[config.mk]
export PLATFORM = sky130hd
export DESIGN_NAME = output_writeback_buffer
export DESIGN_NICKNAME = d
export VERILOG_FILES = /design/src/rtl/output_writeback_buffer.sv
export SDC_FILE = /design/constraint.sdc
export NUM_CORES = 1
export LEC_CHECK = 0
export CORE_AREA = 2 2 200 202
export DETAILED_ROUTE_END_ITERATION = 8
export DIE_AREA = 0 0 202 204
export MAX_ROUTING_LAYER = met4
export PLACE_DENSITY = 0.55
export SYNTH_ARGS = -nofsm -noshare
export SYNTH_HDL_FRONTEND = slang
export SYNTH_SLANG_ARGS = --single-unit
[constraint.sdc]
create_clock -name clk -period 6.1 [get_ports clk]
set_input_delay 1.83 -clock clk [delete_from_list [all_inputs] [get_ports clk]]
set_output_delay 1.83 -clock clk [all_outputs]
set_load 0.005 [all_outputs]
[src/rtl/output_writeback_buffer.sv]
// output_writeback_buffer: FIFO-buffered, strided writeback of aligned activation words to SRAM over req/gnt.
module output_writeback_buffer #(
  parameter int ACT_DATA_WIDTH = 8,
  parameter int N_DIM_ARRAY = 4,
  parameter int FIFO_DEPTH = 8,
  parameter int ADDR_WIDTH = 16,
  parameter int CNT_WIDTH = 16
) (
  input  logic clk,
  input  logic reset,
  input  logic start,
  input  logic [ADDR_WIDTH-1:0] base_addr,
  input  logic [ADDR_WIDTH-1:0] addr_stride,
  input  logic [CNT_WIDTH-1:0] word_count,
  input  logic [N_DIM_ARRAY*ACT_DATA_WIDTH-1:0] input_word,
  input  logic input_enable,
  output logic mem_req,
  input  logic mem_gnt,
  output logic [ADDR_WIDTH-1:0] mem_addr,
  output logic [N_DIM_ARRAY*ACT_DATA_WIDTH-1:0] mem_wdata,
  output logic mem_we,
  output logic busy,
  output logic done,
  output logic overflow,
  output logic [$clog2(FIFO_DEPTH):0] fifo_level
);
  localparam int W = N_DIM_ARRAY*ACT_DATA_WIDTH;
  localparam int AW = $clog2(FIFO_DEPTH);
  localparam int LW = AW+1;
  typedef enum logic [1:0] {IDLE, RUN, DONE} state_t;
  state_t state;
  logic [W-1:0] mem [FIFO_DEPTH];
  logic [AW-1:0] wr_ptr, rd_ptr;
  logic [ADDR_WIDTH-1:0] stride_q, addr_q;
  logic [CNT_WIDTH-1:0] count_q, accepted, written;
  logic full, push_req, push, pop;
  always_comb begin
    full = fifo_level == LW'(FIFO_DEPTH);
    push_req = state == RUN && input_enable && accepted < count_q;
    pop = mem_req && mem_gnt;
    push = push_req && (!full || pop);
  end
  assign mem_req = state == RUN && fifo_level != '0;
  assign mem_we = mem_req;
  assign mem_addr = addr_q;
  // gate the head so stale FIFO contents never leak onto the port when idle
  assign mem_wdata = mem_req ? mem[rd_ptr] : '0;
  assign busy = state == RUN;
  assign done = state == DONE;
  always_ff @(posedge clk)
    if (push) mem[wr_ptr] <= input_word;
  always_ff @(posedge clk) begin
    if (reset) begin
      state <= IDLE;
      wr_ptr <= '0;
      rd_ptr <= '0;
      fifo_level <= '0;
      addr_q <= '0;
      stride_q <= '0;
      count_q <= '0;
      accepted <= '0;
      written <= '0;
      overflow <= 1'b0;
    end else begin
      case (state)
        IDLE: if (start) begin
          addr_q <= base_addr;
          stride_q <= addr_stride;
          count_q <= word_count;
          accepted <= '0;
          written <= '0;
          overflow <= 1'b0;
          state <= word_count != '0 ? RUN : DONE;
        end
        RUN: begin
          if (push) begin
            wr_ptr <= wr_ptr + 1'b1;
            accepted <= accepted + 1'b1;
          end
          if (push_req && !push) overflow <= 1'b1;
          if (pop) begin
            rd_ptr <= rd_ptr + 1'b1;
            written <= written + 1'b1;
            addr_q <= addr_q + stride_q;
            if (written + 1'b1 == count_q) state <= DONE;
          end
          fifo_level <= fifo_level + LW'(push) - LW'(pop);
        end
        default: state <= IDLE;
      endcase
    end
  end
endmodule

# Word level (Yosys, flattened, before mapping)
# Memory sizes are Yosys's and may differ from the RTL's. A register that Yosys moved wholly into a read port is not among the register bits.
# Index checks and enable logic that the tools add are counted.
classes:
  n_addsub: 7
  magnitude_cmp: 1
  eq_ne: 9
  mux: 21
  reduce_logical: 20
ops:
  columns: ["operator", "count"]
  rows:
  - ["case mux 16 bit (2 select lines)", 3]
  - ["two-way mux 16 bit", 5]
  - ["adder 16 x 1 -> 16 bit (second input constant)", 2]
  - ["two-way mux 32 bit", 1]
  - ["adder 16 bit", 1]
  - ["equality test 16 bit", 1]
  - ["< comparator 16 bit", 1]
  - ["nonzero test 16 bit", 1]
  - ["AND reduction 3 bit", 4]
  - ["two-way mux 2 bit", 4]
  - ["!= test 2 x 1 -> 1 bit (second input constant)", 4]
  - ["adder 3 x 1 -> 3 bit (second input constant)", 2]
  - ["logical AND 1 bit", 6]
  - ["two-way mux 3 bit", 2]
  - ["AND reduction 2 bit", 3]
  - ["adder 4 x 1 -> 4 bit", 1]
  - ["equality test 4 bit (second input constant)", 1]
  - ["two-way mux 1 bit", 4]
  - ["case mux 2 bit (2 select lines)", 1]
  - ["nonzero test 4 bit", 1]
  - ["subtractor 4 x 1 -> 4 bit", 1]
  - ["equality test 2 x 1 -> 1 bit (second input constant)", 1]
  - ["equality test 2 bit (second input constant)", 1]
  - ["logical NOT 1 bit", 2]
  - ["other kinds (5)", 5]
totals:
  register_bits: 93
  mem_bits_rw: 256
  out_inout_bits: 57
  mem_count: 1
mem_list:
  columns: ["memory", "words", "word_bits", "read_ports", "rd_clocked_by_memory_dff", "write_ports", "line_no", "rtl"]
  rows:
  - ["mem", 8, 32, 1, 1, 1, "32", "logic [W-1:0] mem [FIFO_DEPTH];"]

# Longest topological paths before layout
# Gate-level depths: netlist of the first run.
depth:
  ltp_word: 9
  mapped_depth: 14
  depth_no_buf: 14

# Worst setup path after synthesis of the first run
# No wires, ideal clock.
synth_path:
  path_type: "input to register"
  start: "input input_enable"
  end: "memory mem[2][0] (netlist name) (enable)"
  setup_time_ns: 0.468
  arrival_time_ns: 5.105
  setup_slack_ns: 0.527
  stages: 4
  cell_sequence: "o2111ai_1 > a211o_1 > or3_1 > nor3b_1"
synth_between:
  elab_chain_cells: 5
synth_rtl:
  columns: ["item", "line_no", "rtl"]
  rows:
  - ["start, declared", "16", "input logic input_enable,"]
  - ["logical AND 1 bit (2 in series)", "39", "push_req = state == RUN && input_enable && accepted < count_q;"]
  - ["logical AND 1 bit", "41", "push = push_req && (!full || pop);"]
  - ["two-way mux 1 bit", "51", "if (push) mem[wr_ptr] <= input_word;"]
  - ["two-way mux 1 bit (not written as such)", "51", null]
  - ["end, declared", "32", null]
# Every way passes these cells.

==> flow_summary.json, run 1 <==
{
  "die_width_um": 202,
  "via_count": 9719,
  "p_int_w": 0.00407,
  "fin_skew_ns": 0.0206,
  "p_sw_w": 0.00120,
  "cp.arrival_ns": 3.05,
  "cts_made_buffers": 39,
  "placedCellCount": 1788,
  "grt-ovfl-total": 0,
  "regArea_mm2": 0.00962,
  "timing.final.crit_share": 0.800,
  "syn2layout_area_growth_pct": 21.0,
  "pin_count": 142,
  "cpMaxStageDelayCell": "dfxtp_4",
  "synth_area_leaders": "edfxtp_1 (50%), dfxtp_1 (12%), mux4_2 (9.3%), ha_1 (3.1%), nand2_1 (3.1%)",
  "critPathLaunchType": "flop",
  "clockRootBuffer": "clkbuf_16",
  "antenna_found_initial": 1,
  "power_density_mw_per_mm2": 281,
  "required_ns": 4.27,
  "cp-end-kind": "output port",
  "p_leak_nw": 6.22,
  "fin_nets": 1430,
  "syn_nets": 1284,
  "cts_setup_buffers": 0,
  "finalSetupViolCount": 0,
  "yosys-top-cells-count": "edfxtp_1 (256), nand2_1 (130), nor2_1 (102), dfxtp_1 (96), a21oi_1 (77)",
  "crit_fanout": 35,
  "synth_edf_count": 256,
  "drc": 0,
  "p_sw_frac": 0.227,
  "async_flop_share": 0,
  "rows": 73,
  "grt_pass1_wl_mm": 55.5,
  "n_fill_cell": 3455,
  "start_util": 0.395,
  "die_area_mm2": 0.0412,
  "synth.most_common_cell": "edfxtp_1",
  "ant_nets": 0,
  "yosysTopAreaCellShare": 0.496,
  "clockBufferDepth": 3,
  "clk_latency_ns": 0.55,
  "wirelength_mm": 35.0,
  "rsz0062_at_grt": "no",
  "drt_iter0_markers": 582,
  "r2r_setup_slack_ns": 2.51,
  "portBuffers": 141,
  "worstPathCellList": "buf_12 > mux4_2 > mux2i_1 > nor2_1 > clkdlybuf4s50_1",
  "maxCapViolCount": 0,
  "final_cells": 1858,
  "multiInputGateArea_mm2": 0.00554,
  "hold_class": "reg2reg",
  "worst-setup-path-type": "reg2out",
  "dpl.hpwl_mm": 22.6,
  "yosysTopAreaCell": "edfxtp_1",
  "cp_slowest_stage_delay_ns": 0.76,
  "pre_cts_ws_ns": 1.26,
  "finalCriticalPeriod_ns": 4.88,
  "hold_viol_final": 0,
  "tightest_slew_ns": 1.01,
  "ys_ff_latch": 352,
  "outcome": "finished, final reports clean",
  "grt_max_degree": 69,
  "grt_pass1_vias": 9705,
  "viasPerCell": 5.23,
  "fin_tns_setup_ns": 0,
  "fmax_mhz": 205,
  "power_frac_comb": 0.087,
  "p_total_w": 0.00526,
  "numClockSinks": 352,
  "coreArea_mm2": 0.0392,
  "cts_hold_buffers": 0,
  "place_congestion": 0.787,
  "vdd_drop_max_uv": 232,
  "seqPwrFrac": 0.502,
  "cts_tree": "done",
  "ys_types": 67,
  "grt_util_all_layers": 0.178,
  "clockPowerShare": 0.411,
  "relSlewSlack": 0.324,
  "netlist_area_mm2": 0.0155,
  "wl_per_cell_um": 18.8,
  "avgSynthCellArea_um2": 13.4,
  "chipHeight_um": 204,
  "syn_inst": 1158,
  "setup_ws_ns": 1.22,
  "drv_slew": 0,
  "htreeDepth": 2,
  "cts_resized": 0,
  "ys_warn_count": 0,
  "clk_pin_slew_ns": 0.06,
  "drtPass1Iterations": 5,
  "yosysSeqAreaShare": 0.620,
  "drive_gt1_frac": 0.128,
  "ys_dominant_reg_cell": "edfxtp_1"
}
==> power groups by stage <==
| stage | clock network, W | logic (W) | registers, W |
|---|---|---|---|
| 3_5_place_dp | 0 | 0.000460 | 0.00270 |
| 5_1_grt | 0.00232 | 0.000508 | 0.00265 |
| 3_3_place_gp | 0 | 0.000456 | 0.00270 |
| 6_report | 0.00216 | 0.000456 | 0.00264 |
| 4_1_cts | 0.00223 | 0.000462 | 0.00265 |
| 2_1_floorplan | 0 | 0.000264 | 0.00268 |
==> worst max-delay path: cells and delay by family, from the launching register on <==
| family | cells | cell delay [ns] |
|---|---|---|
| buffers and inverters | 2 | 0.82 |
| DFF | 1 | 0.76 |
| muxes | 2 | 0.83 |
| and+or+nand+nor | 1 | 0.08 |
==> logic make-up after synthesis <==
family,Yosys count,synth area share
compound gates,180,0.0734
xor+xnor,45,0.0254
fa+ha+maj,41,0.0341
buf+inv,95,0.0254
flops,352,0.620
mux,100,0.116
simple gates,345,0.105
==> cell usage in the layout, fill, tap and decap left out, types with 4 or more instances in the layout <==
cell type        netlist  final
buf_4                  3     24
o21ai_0               26     26
nor4_2                 6      6
nand4_1               10     10
nor2b_1                6      5
xor2_1                18     18
nand2b_1               5      5
inv_1                 30     30
nor4_1                 7      7
and3_1                10     10
nand2_1              130    130
nand3_1               18     18
nor3_1                17     15
a21oi_1               77     77
clkdlybuf4s50_1        0    140
mux4_2                64     64
and4_1                 6      6
mux2i_1               36     36
nor3b_2                0      4
clkbuf_16              0     39
a41o_1                 5      5
o2111ai_1              4      4
a31oi_1               10     10
xnor2_1               27     27
ha_1                  39     39
or3_1                  8      8
a211oi_1              13     13
nor2_1               102    100
a21o_1                 5      5
edfxtp_1             256    256
clkinv_1               0      4
clkbuf_1              38     16
a311oi_1               8      8
dfxtp_1               96     93
==> flip-flops by register name, summed over array words and instances, names as in the netlist, named ones only <==
signal	flops
accepted	16
count_q	16
fifo_level	4
mem	256
mem_addr	16
overflow	1
rd_ptr	3
state	2
stride_q	16
wr_ptr	3
written	16
==> metal layers <==
metal	part of all wire	vias to the layer above	track usage
li1	-	4655	-
met1	0.46	4831	0.234
met2	0.48	188	0.289
met3	0.041	45	0.0252
met4	0.018	0	0.0517
met5	0	-	-
==> worst paths after layout <==
path,start,end,cells past startpoint
max reg2reg,count_q[7],mem[2][5],9
max,flop,mem_wdata[31],5
min,stride_q[2],stride_q[2],2
min reg2reg,stride_q[2],stride_q[2],2
==> stage by stage <==
| stage | instance area, µm² | hold WS [ns] | utilization |
|---|---|---|---|
| floorplan | 15500 | 0.440 | - |
| global placement | 17600 | 0.453 | 0.449 |
| detailed placement | 17600 | 0.457 | 0.449 |
| CTS | 18700 | 0.465 | 0.478 |
| global route | 18700 | 0.483 | 0.478 |
| finish | 18700 | 0.462 | 0.478 |
==> final cells by class <==
| class | instances | area share |
|---|---|---|
| clock buffer | 56 | 0.0560 |
| sequential | 352 | 0.513 |
| clock inverter | 13 | 0.00601 |
| antenna | 1 | 0.000134 |
| multi-input combinational | 711 | 0.296 |
| tap | 525 | 0.0350 |
| timing repair buffer | 168 | 0.0878 |
| inverter | 32 | 0.00641 |
(Power assumes the default switching activity.)
==> inputs of run 2 (changes only) <==
--- a/config.mk
+++ b/config.mk
@@ -9,7 +9,7 @@
 export DETAILED_ROUTE_END_ITERATION = 8
 export DIE_AREA = 0 0 202 204
 export MAX_ROUTING_LAYER = met4
-export PLACE_DENSITY = 0.55
+export PLACE_DENSITY = 0.57
 export SYNTH_ARGS = -nofsm -noshare
 export SYNTH_HDL_FRONTEND = slang
 export SYNTH_SLANG_ARGS = --single-unit
==> constraint.sdc (replaced) <==
create_clock -name clk -period 3.9 [get_ports clk]
set_input_delay 1.17 -clock clk [delete_from_list [all_inputs] [get_ports clk]]
set_output_delay 1.17 -clock clk [all_outputs]
set_load 0.005 [all_outputs]
==> run 2 against run 1 <==
Sequential share of layout area decreased by 0.77 points; clock skew decreased by 0.0022 ns; die area unchanged; clock power increased by 62%; largest power group unchanged; via count increased by 0.58%; global-route usage about the same; cell area increased by 1.5%; worst setup slack got worse by 1.1 ns; combinational power increased by 64%; wire length increased by 1.3%; first-iteration DRC count increased by 3.4%.
==> flow_summary.json, run 2 (synthesized netlist as in run 1, its figures left out) <==
{
  "timing.final.crit_share": 0.962,
  "htreeDepth": 2,
  "ant_nets": 0,
  "p_leak_nw": 6.35,
  "power_frac_comb": 0.089,
  "cp-end-kind": "output port",
  "numClockSinks": 352,
  "drt_iter0_markers": 602,
  "finalCriticalPeriod_ns": 3.75,
  "via_count": 9775,
  "cts_tree": "done",
  "viasPerCell": 5.22,
  "dpl.hpwl_mm": 23.6,
  "coreArea_mm2": 0.0392,
  "drc": 0,
  "p_int_w": 0.00649,
  "fin_tns_setup_ns": 0,
  "die_area_mm2": 0.0412,
  "die_width_um": 202,
  "placedCellCount": 1797,
  "worst-setup-path-type": "reg2out",
  "chipHeight_um": 204,
  "clockRootBuffer": "clkbuf_16",
  "p_sw_frac": 0.225,
  "grt_pass1_vias": 9962,
  "critPathLaunchType": "flop",
  "portBuffers": 141,
  "required_ns": 2.73,
  "final_cell_mix": "edfxtp_1 (256), clkdlybuf4s50_1 (140), nand2_1 (130), nor2_1 (100), dfxtp_1 (93)",
  "power_density_mw_per_mm2": 440,
  "maxCapViolCount": 0,
  "clockPowerShare": 0.418,
  "wl_per_cell_um": 18.9,
  "final_core_util": 0.486,
  "seqPwrFrac": 0.493,
  "cpMaxStageDelayCell": "mux4_2",
  "hold_viol_final": 0,
  "drive_gt1_frac": 0.137,
  "fin_skew_ns": 0.0185,
  "syn2layout_area_growth_pct": 22.8,
  "finalSetupViolCount": 0,
  "crit_fanout": 23,
  "place_congestion": 0.814,
  "p_sw_w": 0.00189,
  "final_cells": 1871,
  "clk_latency_ns": 0.53,
  "grt_pass1_wl_mm": 56.0,
  "cts_setup_buffers": 0,
  "relSlewSlack": 0.585,
  "clockBufferDepth": 3,
  "antenna_found_initial": 1,
  "largest_reg_flops": 256,
  "worstPathCellList": "buf_16 > mux4_2 > mux2i_1 > nor2_1 > clkdlybuf4s50_1",
  "grt-ovfl-total": 0,
  "vdd_drop_max_uv": 300,
  "rsz0062_at_grt": "no",
  "cp_top_family": "multiplexers",
  "final_common_cell": "edfxtp_1",
  "pin_count": 142,
  "start_util": 0.395,
  "wirelength_mm": 35.4,
  "cts_made_buffers": 39,
  "grt_max_degree": 57,
  "cp.arrival_ns": 2.58,
  "fmax_mhz": 267,
  "drv_slew": 0,
  "outcome": "finished, final reports clean",
  "regMostFlops": "mem",
  "cp_slowest_stage_delay_ns": 0.53,
  "hold_class": "reg2reg",
  "tightest_slew_ns": 0.622,
  "rows": 73,
  "clk_pin_slew_ns": 0.06,
  "drtPass1Iterations": 5,
  "path_buf_inv": 2,
  "cts_hold_buffers": 0,
  "grt_util_all_layers": 0.178,
  "fin_nets": 1440
}
==> run 2: cell count changes in the layout (fill, tap and decap cells not counted), sizes merged <==
cell      delta
inv          +4
clkinv       +6
bufinv       +1
buf          +9
clkinvlp     -3
clkbuf       -4
==> run 2: power groups by stage <==
stage                     Clock [W]  Combinational [W]  Sequential [W]
after floorplan                   0           0.000413         0.00419
after global placement            0           0.000742         0.00420
after detailed placement          0           0.000749         0.00420
after CTS                   0.00359           0.000753         0.00413
after global routing        0.00375           0.000827         0.00413
final                       0.00350           0.000747         0.00413
==> run 2: what timing repair did <==
item,in CTS,in global routing
gates cloned,0,1
hold endpoints to repair,0,0
gates resized for setup,1,2
setup endpoints to repair,1,5
==> run 2: metal layers <==
metal | GRT usage | vias up | wire [µm]
met3 | 0.0223 | 46 | 1350
met2 | 0.288 | 197 | 16900
li1 | - | 4670 | -
met5 | - | - | 0
met4 | 0.0475 | 0 | 710
met1 | 0.239 | 4862 | 16400
==> run 2: stage by stage <==
step	worst slack (ns)	total power, W	cell area [µm²]	hold WS, ns
after CTS	0.0395	0.00847	19000	0.463
after global placement	0.287	0.00495	17800	0.451
after detailed placement	0.297	0.00495	17800	0.455
final	0.149	0.00838	19000	0.462
after global routing	0.0234	0.00871	19000	0.483
after floorplan	-0.955	0.00461	15500	0.440
==> run 2: worst paths after layout <==
kind                start       endpoint  slack (ns)  cells past startpoint
max reg2reg    count_q[7]      mem[2][1]        0.66                      9
max                  flop  mem_wdata[29]        0.15                      5
min          stride_q[12]   stride_q[12]        0.46                      2
min reg2reg  stride_q[12]   stride_q[12]        0.46                      2
==> run 2: worst register-to-register path: cells and delay by family (launching register included) <==
| family | cells | cell delay (ns) |
|---|---|---|
| buffers and inverters | 2 | 0.35 |
| AND/OR/NAND/NOR | 3 | 1.06 |
| flip-flops | 1 | 0.44 |
| AO/OA/AOI/OAI | 3 | 0.75 |
| adder cells (fa/ha/maj) | 1 | 0.34 |
==> run 2: layout make-up <==
class | instances | area [µm²]
clock inverter | 21 | 184
multi-input combinational | 711 | 5560
clock buffer | 51 | 1050
fill | 3419 | 20200
tap | 525 | 657
antenna | 1 | 2.50
timing repair buffer | 178 | 1840
inverter | 32 | 120
sequential | 352 | 9620
